File: src/rtl/trace_pkg.sv
// rtl/trace_pkg.sv - retirement trace record type and shared constants
package trace_pkg;

    localparam int          TRC_SEQ_W    = 16;
    localparam logic [31:0] BUBBLE_INSTR = 32'h0;
    localparam logic [4:0]  REG_X0       = 5'd0;

    typedef struct packed {
        logic [TRC_SEQ_W-1:0] seq;
        logic [31:0]          pc;
        logic [31:0]          instr;
        logic                 rd_we;
        logic [4:0]           rd;
        logic [31:0]          rd_data;
        logic                 mem_we;
        logic [31:0]          mem_addr;
        logic [31:0]          mem_data;
    } trace_rec_t;

endpackage

File: src/rtl/trace_fifo.sv
// rtl/trace_fifo.sv - synchronous show-ahead FIFO of trace records
module trace_fifo
    import trace_pkg::*;
#(
    parameter int  DEPTH = 8,
    localparam int AW    = $clog2(DEPTH)
) (
    input  logic       clk,
    input  logic       rstn_i,
    input  logic       clr,
    input  logic       push,
    input  trace_rec_t din,
    input  logic       pop,
    output trace_rec_t dout,
    output logic       full,
    output logic       empty,
    output logic [AW:0] count
);

    trace_rec_t    mem [DEPTH];
    logic [AW-1:0] wr_ptr;
    logic [AW-1:0] rd_ptr;
    logic          do_push;
    logic          do_pop;

    assign full    = (count == (AW+1)'(DEPTH));
    assign empty   = (count == '0);
    assign do_pop  = pop && !empty;
    // A full FIFO still takes a push when the head leaves in the same cycle.
    assign do_push = push && (!full || do_pop);
    assign dout    = mem[rd_ptr];

    // Pointer and occupancy bookkeeping; pointers wrap naturally at DEPTH.
    always_ff @(posedge clk) begin
        if (!rstn_i || clr) begin
            wr_ptr <= '0;
            rd_ptr <= '0;
            count  <= '0;
        end else begin
            if (do_push) wr_ptr <= wr_ptr + 1'b1;
            if (do_pop)  rd_ptr <= rd_ptr + 1'b1;
            case ({do_push, do_pop})
                2'b10:   count <= count + 1'b1;
                2'b01:   count <= count - 1'b1;
                default: count <= count;
            endcase
        end
    end

    // Storage array; contents need no reset because the pointers gate visibility.
    always_ff @(posedge clk) begin
        if (do_push) mem[wr_ptr] <= din;
    end

endmodule

File: src/rtl/retire_trace_collector.sv
// rtl/retire_trace_collector.sv - filters, tags and buffers WB retirement records
module retire_trace_collector
    import trace_pkg::*;
#(
    parameter int DEPTH  = 8,
    parameter int SEQ_W  = 16,
    parameter int DROP_W = 16
) (
    input  logic                     clk,
    input  logic                     rstn_i,
    input  logic                     en_i,
    input  logic                     clr_i,
    input  logic [31:0]              pc_wb_i,
    input  logic [31:0]              instr_i,
    input  logic [4:0]               rd_addr_i,
    input  logic [31:0]              rd_data_i,
    input  logic                     regwrite_i,
    input  logic [31:0]              mem_addr_i,
    input  logic [31:0]              mem_data_i,
    input  logic                     mem_wrt_i,
    output logic                     trc_valid_o,
    input  logic                     trc_ready_i,
    output trace_rec_t               trc_o,
    output logic [$clog2(DEPTH):0]   fill_o,
    output logic                     overflow_o,
    output logic [DROP_W-1:0]        drop_cnt_o,
    output logic [31:0]              retire_cnt_o
);

    logic [SEQ_W-1:0] seq_q;
    logic             retire_evt;
    logic             fifo_full;
    logic             fifo_empty;
    logic             pop;
    logic             push;
    logic             drop;
    logic             rd_we;
    trace_rec_t       rec;

    // A clear wins over a same-cycle retirement, so the event is masked by clr_i.
    assign retire_evt  = en_i && !clr_i && (instr_i != BUBBLE_INSTR);
    assign trc_valid_o = !fifo_empty;
    assign pop         = trc_valid_o && trc_ready_i;
    assign push        = retire_evt && (!fifo_full || pop);
    assign drop        = retire_evt && fifo_full && !pop;
    assign rd_we       = regwrite_i && (rd_addr_i != REG_X0);

    // Build the record, zeroing fields that carry no architectural effect.
    always_comb begin
        rec          = '0;
        rec.seq      = TRC_SEQ_W'(seq_q);
        rec.pc       = pc_wb_i;
        rec.instr    = instr_i;
        rec.rd_we    = rd_we;
        rec.rd       = rd_we ? rd_addr_i : REG_X0;
        rec.rd_data  = rd_we ? rd_data_i : 32'h0;
        rec.mem_we   = mem_wrt_i;
        rec.mem_addr = mem_wrt_i ? mem_addr_i : 32'h0;
        rec.mem_data = mem_wrt_i ? mem_data_i : 32'h0;
    end

    trace_fifo #(.DEPTH(DEPTH)) u_fifo (
        .clk    (clk),
        .rstn_i (rstn_i),
        .clr    (clr_i),
        .push   (push),
        .din    (rec),
        .pop    (pop),
        .dout   (trc_o),
        .full   (fifo_full),
        .empty  (fifo_empty),
        .count  (fill_o)
    );

    // Sequence/retire counters advance on every event; drops are counted and flagged.
    always_ff @(posedge clk) begin
        if (!rstn_i || clr_i) begin
            seq_q        <= '0;
            retire_cnt_o <= '0;
            drop_cnt_o   <= '0;
            overflow_o   <= 1'b0;
        end else begin
            if (retire_evt) begin
                seq_q        <= seq_q + 1'b1;
                retire_cnt_o <= retire_cnt_o + 32'd1;
            end
            if (drop) begin
                overflow_o <= 1'b1;
                if (drop_cnt_o != '1) drop_cnt_o <= drop_cnt_o + 1'b1;
            end
        end
    end

endmodule
File: config.mk
export PLATFORM = sky130hd
export DESIGN_NAME = retire_trace_collector
export DESIGN_NICKNAME = d
export VERILOG_FILES = /design/src/rtl/trace_pkg.sv /design/src/rtl/trace_fifo.sv /design/src/rtl/retire_trace_collector.sv
export SDC_FILE = /design/constraint.sdc
export NUM_CORES = 1
export LEC_CHECK = 0
export ABC_AREA = 1
export BUFFER_PORTS_ARGS = -buffer_cell sky130_fd_sc_hd__buf_2
export CAP_MARGIN = 5
export CORE_MARGIN = 2
export CORE_UTILIZATION = 60
export DETAILED_ROUTE_END_ITERATION = 10
export PLACE_DENSITY_LB_ADDON = 0.08
export RECOVER_POWER = 100
export SLEW_MARGIN = 15
export SYNTH_ARGS = -nofsm -noshare
export SYNTH_HDL_FRONTEND = slang
export SYNTH_SLANG_ARGS = --single-unit
File: constraint.sdc
create_clock -name clk -period 14.87 [get_ports clk]
set_clock_uncertainty 0.05 [all_clocks]
set_input_delay 2.974 -clock clk [delete_from_list [all_inputs] [get_ports clk]]
set_output_delay 2.974 -clock clk [all_outputs]
set_load 0.1 [all_outputs]
==> results of run 1 <==
## per-layer routing
| metal | GRT usage, % | vias up | wire length, um |
|---|---|---|---|
| met5 | 0 | - | 28 |
| met4 | 6.85 | 4 | 2730 |
| met3 | 4.42 | 193 | 10000 |
| met2 | 44.5 | 1304 | 70300 |
| met1 | 38.3 | 19600 | 61500 |
| li1 | - | 18900 | - |
## worst max path at each step
stage | slack [ns] | endpoint
global route | 2.93 | trc_o[43]
detailed placement | 7.17 | trc_o[89]
global placement | 7.22 | trc_o[89]
floorplan | 2.78 | u_fifo.mem[0][0]$_DFFE_PP_
CTS | 6.31 | trc_o[89]
finish | 3.61 | trc_o[11]
## cells in the final DEF, fill, tap and decap left out, types with 3 or more instances in the layout
cell and instances:
edfxtp_1 1464, nor2_1 1432, o21ai_0 714, clkbuf_1 352, nand2_1 322, inv_1 187
o22ai_1 183, a31oi_1 183, clkbuf_16 160, buf_2 119, dfxtp_1 76, a21oi_1 64
nand3_1 45, o21ai_1 40, clkinv_1 38, clkinv_2 25, nand4_1 22, xor2_1 20
nor3_1 18, buf_4 12, bufinv_16 11, diode_2 10, xnor2_1 8, ha_1 8
buf_12 7, nor2_4 6, inv_6 5, inv_8 3, clkbuf_2 3
## where the power goes
group	total (mW)	internal [mW]	switching, mW
Combinational	0.729	0.110	0.619
Clock	3.74	2.17	1.56
Sequential	4.80	4.79	0.0130
Total	9.27	7.07	2.20
## cells in the mapped netlist, types with 2 or more instances
cell / n
nand2_1: 323
clkbuf_1: 192
nor2_1: 1437
buf_4: 46
edfxtp_1: 1464
o21ai_0: 714
buf_1: 17
nand3_1: 45
buf_6: 4
o22ai_1: 183
dfxtp_1: 78
nor3b_1: 2
buf_2: 55
nand4_1: 22
inv_1: 187
xnor2_1: 8
o21ai_1: 40
a31oi_1: 183
ha_1: 8
nor3_4: 2
clkinv_1: 2
nor3_1: 18
a21oi_1: 64
nand3b_1: 2
xor2_1: 20
## state kept, by name, indices dropped and copies added (netlist names), named ones only
signal         count
u_fifo.count       4
seq_q             16
drop_cnt_o        16
retire_cnt_o      32
u_fifo.mem      1464
overflow_o         1
u_fifo.rd_ptr      3
u_fifo.wr_ptr      3
## cells by family (layout without fill, tap and decap cells)
| group | count (synthesis) | after routing | share of synthesized area (%) |
|---|---|---|---|
| xor gates and xnor gates | 28 | 28 | 0.398 |
| DFF | 1542 | 1542 | 73.9 |
| adders and majority gates | 8 | 8 | 0.163 |
| buffers and inverters | 504 | 929 | 3.51 |
| other | 0 | 10 | 0 |
| and+or+nand+nor | 1856 | 1856 | 11.6 |
| AOI/OAI and AO/OA | 1185 | 1185 | 10.4 |
## critical path, stage by stage (launching register included)
cell	delay, ns
dfxtp_4	0.57
inv_8	0.76
clkbuf_1	2.90
buf_4	1.10
o21ai_0	0.17
o22ai_1	0.31
nor2_1	0.07
a31oi_1	0.41
clkbuf_1	0.91
## metrics by stage
stage	util (%)	setup slack (ns)	power, mW	instances	hold slack [ns]
5_1_grt	67.7	2.93	9.55	6919	0.430
4_1_cts	68.2	6.31	9.34	6916	0.417
3_3_place_gp	63.4	7.22	5.62	6631	0.394
3_5_place_dp	63.4	7.17	5.63	6631	0.409
2_1_floorplan	-	2.78	5.46	5123	0.383
6_report	67.7	3.61	9.27	6926	0.412
## final cells by class
type,count,share of cell area [%]
Multi-Input combinational cell,3077,20.3
Sequential cell,1542,66.1
Clock buffer,201,6.07
Tap cell,1368,2.49
Inverter,190,1.07
Antenna cell,10,0.0363
Clock inverter,84,1.02
Timing Repair Buffer,454,2.93
==> run metrics, run 1 <==
status=finished with violations; failing checks=capacitance limit, slew limit; Placed Area=0.0645 mm^2; min-delay src=u_fifo.rd_ptr[2]$_SDFFE_PP0N_; vias in the first global route=38000; Vias/cell=5.77; initial antenna violation count=12; layout overhead on the synthesized area=11.8%; Synth cell types=32; die width=324 um; TritonCTS clock tree=done; final hold violation count=0; power per standard cell area=135 mW/mm^2; worst-margin pin slew=4.92 ns; CTS Buf Count=155; Finished Cell Area=0.0688 mm^2; CTS H-tree depth=4; routed len/inst=20.9 um; Post-Syn Area=0.0616 mm^2; clk_lat worst skew=0.74 ns; final count of pins violating max slew=1743; CP endpoint kind=output port; Avg Inst Size Synth=12.0 um^2; post-cts repair resize count=0; Hold Path Stages=2; Worst R2R Start=u_fifo.count[1]$_SDFFE_PP0P_; Slew headroom=-228%; Hold-fix buffers, CTS=0; syn_nets=5303; Required @ worst endpoint=11.85 ns; Worst Hold Path EP=u_fifo.rd_ptr[2]$_SDFFE_PP0N_; Post-synth EDFFs=1464; initial core utilization=60.5%; largest net degree at the start of global routing=215; Cell Rows=117; max cap viols=31; Seq/Total Area, Yosys=73.9%; IO Port Bufs=408; fin crit period=11.26 ns; DR iter-0 viols=3850; crit start category=register; chip height=324 um; multi-input gate area in the final layout=0.0139 mm^2; count of state elements after synthesis=1542; DP HPWL=73300 um; first-pass GRT wire length=222000 um; All-Layer GR Usage=27.1%; postcts setup bufs=0; share of the clock period used by the worst path=75.7%; ys flop type=edfxtp_1; RSZ-0062 raised after global routing=no; setup TNS=0 ns; # nets final=5600; clock tree root driver cell=clkbuf_16; die footprint=0.105 mm^2; layout cell share with drive strength beyond 1=6.60%; Pre-antenna DRT Iters=5; clock buffer depth=3; top cell type's share of synthesized area=71.4%; Final ANT Viol Nets=0; CP max FO=209; asr flop ratio synth=0%; Fmax achieved=0.0888 GHz; Max VDD drop=0.000102 V; Setup violations, final=0; core area=0.102 mm^2; fill count=7567; biggest area consumer among synthesized cells=edfxtp_1; Clk pin slew, worst setup/hold paths=0.06 ns; Placer Congestion=0.875; R2R depth=8; Reg area=0.0455 mm^2; routed wire length=145000 um; IO Count=409; clock tree sinks=1542; Hold WC Path Type=register to register; Reg2Reg Setup Slack=7.19 ns; cells after synthesis=5123; DRC violations left=0; Pleak=23.4 nW; worst path arrival time=8.24 ns; WS Path Type=register to output port; largest cells by area after synthesis=edfxtp_1, nor2_1, o21ai_0; worst r2r dst=u_fifo.mem[6][156]$_DFFE_PP_; via count=39900; synth warn=0; Congestion Overflow GR=0
Power figures use the tool's default switching activity.
==> run 2, diff against run 1 <==
--- a/config.mk
+++ b/config.mk
@@ -9,7 +9,7 @@
 export BUFFER_PORTS_ARGS = -buffer_cell sky130_fd_sc_hd__buf_2
 export CAP_MARGIN = 5
 export CORE_MARGIN = 2
-export CORE_UTILIZATION = 60
+export CORE_UTILIZATION = 54
 export DETAILED_ROUTE_END_ITERATION = 10
 export PLACE_DENSITY_LB_ADDON = 0.08
 export RECOVER_POWER = 100
==> constraint.sdc (replaced) <==
create_clock -name clk -period 9.8 [get_ports clk]
set_clock_uncertainty 0.05 [all_clocks]
set_input_delay 1.96 -clock clk [delete_from_list [all_inputs] [get_ports clk]]
set_output_delay 1.96 -clock clk [all_outputs]
set_load 0.1 [all_outputs]
==> run 2 against run 1 <==
Via count decreased by 0.54%. Critical endpoint is now trc_o[72]. Sequential power increased by 52%. Global-route usage decreased by 2.4 points. The run still ends with capacitance limit, slew limit left. Combinational power increased by 52%. Clock-buffer cell count decreased by 11. Non-clock buffer count decreased by 6. Hold slack got worse by 0.0028 ns. Register-to-register slack got worse by 2.4 ns. First-iteration DRC count decreased by 7.9%. Cell count increased by 1.7%. Critical path depth decreased by 1. Largest power group unchanged. Cell area increased by 0.22%.
==> run metrics, run 2 (synthesized netlist as in run 1, its figures left out) <==
Fmax achieved=0.126 GHz; core area=0.113 mm^2 (was 0.102 mm^2); Clk pin slew, worst setup/hold paths=0.06 ns (about the same); commonest cells after routing, fill and taps aside=edfxtp_1, nor2_1, o21ai_0 (unchanged); clk_lat worst skew=0.76 ns (was 0.74 ns); worst r2r dst=u_fifo.mem[4][36]$_DFFE_PP_ (was u_fifo.mem[6][156]$_DFFE_PP_); clock tree root driver cell=clkbuf_16 (unchanged); crit start category=register (unchanged); largest net degree at the start of global routing=231 (was 215); die width=342 um (was 324 um); DR iter-0 viols=3544 (was 3850); critical path's top delay family=buffers and inverters (unchanged); CTS Buf Count=155 (unchanged); worst path arrival time=5.91 ns (was 8.24 ns); routed wire length=146000 um (was 145000 um); Required @ worst endpoint=7.79 ns (was 11.85 ns); RSZ-0062 raised after global routing=no (unchanged); share of the clock period used by the worst path=80.8%; Worst Hold Path EP=u_fifo.rd_ptr[2]$_SDFFE_PP0N_ (unchanged); via count=39700 (was 39900); CP max FO=230 (was 209); Hold-fix buffers, CTS=0 (unchanged); CP endpoint kind=output port (unchanged); Congestion Overflow GR=0 (unchanged); multi-input gate area in the final layout=0.0139 mm^2 (about the same); fin crit period=7.92 ns; Pre-antenna DRT Iters=7 (was 5); layout overhead on the synthesized area=12.0% (was 11.8%); Final ANT Viol Nets=0 (unchanged); post-cts repair resize count=0 (unchanged); status=finished with violations (unchanged); DRC violations left=0 (unchanged); Final WS setup=1.88 ns (was 3.61 ns); clock buffer depth=3 (unchanged); hold_ws=0.409 ns (was 0.412 ns); Hold WC Path Type=register to register (unchanged); initial core utilization=54.6% (was 60.5%); layout cell share with drive strength beyond 1=7.00% (was 6.60%); Final Power=14.0 mW (was 9.27 mW); crit-path max cell delay=1.76 ns (was 2.90 ns); Placer Congestion=0.857 (was 0.875); clock tree sinks=1542 (unchanged); postcts setup bufs=0 (unchanged); fill count=9076 (was 7567); failing checks=capacitance limit, slew limit (unchanged); initial antenna violation count=9 (was 12); routed len/inst=20.7 um (was 20.9 um); IO Port Bufs=408 (unchanged); max cap viols=20 (was 31); die footprint=0.117 mm^2 (was 0.105 mm^2); Reg2Reg Setup Slack=4.80 ns (was 7.19 ns); fin util=61.2% (was 67.7%); Regs by FF count=u_fifo.mem x1464, retire_cnt_o x32 (unchanged); critical path depth=7 (was 8); worst-margin pin slew=3.19 ns (was 4.92 ns); R2R depth=7 (was 8); final count of pins violating max slew=1342 (was 1743); Worst path slowest cell=clkbuf_4 (was clkbuf_1); Vias/cell=5.64 (was 5.77); DP HPWL=72400 um (was 73300 um); WS Path Type=register to output port (unchanged); Slew headroom=-113% (was -228%); crit path buf inv count=3 (was 4); All-Layer GR Usage=24.8% (was 27.1%); Hold Path Stages=2 (unchanged); max reg flops=1464 (unchanged); final hold violation count=0 (unchanged); Reg with most FFs=u_fifo.mem (unchanged); min-delay src=u_fifo.rd_ptr[2]$_SDFFE_PP0N_ (unchanged); Cell Rows=123 (was 117); IO Count=409 (unchanged); CTS H-tree depth=4 (unchanged); Reg area=0.0455 mm^2 (unchanged); Worst R2R Start=u_fifo.count[0]$_SDFFE_PP0P_ (was u_fifo.count[1]$_SDFFE_PP0P_); chip height=342 um (was 324 um); Setup violations, final=0 (unchanged); most common library cell in the layout ignoring fill and taps=edfxtp_1 (unchanged); pre-CTS WS=3.25 ns (was 7.17 ns); Pleak=23.5 nW (was 23.4 nW); # nets final=5594 (was 5600); crit path cell chain=inv_8 -> clkbuf_4 -> o21ai_0 -> o22ai_1 -> nor2_1 -> a31oi_1 -> clkbuf_1 (was inv_8 -> clkbuf_1 -> buf_4 -> o21ai_0 -> o22ai_1 -> nor2_1 -> a31oi_1 -> clkbuf_1); power per standard cell area=203 mW/mm^2 (was 135 mW/mm^2); Max VDD drop=0.000163 V (was 0.000102 V); setup TNS=0 ns (unchanged); first-pass GRT wire length=222000 um (about the same); TritonCTS clock tree=done (unchanged); vias in the first global route=37600 (was 38000)
## run 2: cell count changes in the layout (fill, tap and decap cells not counted), sizes merged
cell,delta
inv,+2
clkbuf,-34
buf,+17
bufinv,-4
diode,-6
clkinvlp,+1
clkinv,+10
## run 2: stage by stage
| step | cells | area, um^2 |
|---|---|---|
| CTS | 7040 | 69500 |
| finish | 7044 | 69000 |
| global route | 7042 | 69000 |
| global placement | 6757 | 64700 |
| detailed placement | 6757 | 64700 |
| floorplan | 5123 | 61600 |
## run 2: metal layers
| layer | part of all wire, % | global-route usage, % |
|---|---|---|
| met1 | 44 | 35.2 |
| met2 | 48 | 39.9 |
| met4 | 2.2 | 6.82 |
| met3 | 6.3 | 4.01 |
| met5 | 0.034 | 0 |
## run 2: area by class of cell
type,count,area share [%]
Timing Repair Buffer,448,3.06
Tap cell,1500,2.72
Clock buffer,190,5.92
Sequential cell,1542,66.0
Multi-Input combinational cell,3077,20.2
Antenna cell,4,0.0145
Clock inverter,93,1.04
Inverter,190,1.07
## run 2: worst max path at each step
| stage | end | slack (ns) | from |
|---|---|---|---|
| after global routing | trc_o[98] | 1.31 | register |
| after global placement | u_fifo.mem[5][39]$_DFFE_PP_ | 3.25 | instr_i[0] |
| after floorplan | u_fifo.mem[0][0]$_DFFE_PP_ | -1.28 | instr_i[15] |
| after CTS | trc_o[135] | 2.85 | register |
| after detailed placement | u_fifo.mem[5][38]$_DFFE_PP_ | 3.25 | instr_i[1] |
| final | trc_o[72] | 1.88 | register |
## run 2: worst min-delay path, delay by kind of cell (launching register included)
family	cells	cell delay [ns]
flops	1	0.31
compound gates	1	0.06
buf+inv	1	0.05
## run 2: report_power, final
| group | switching, mW | leakage [nW] | total, mW | internal (mW) |
|---|---|---|---|---|
| logic | 0.942 | 7.17 | 1.11 | 0.166 |
| clock network | 2.43 | 2.35 | 5.59 | 3.16 |
| registers | 0.0199 | 14.0 | 7.28 | 7.26 |
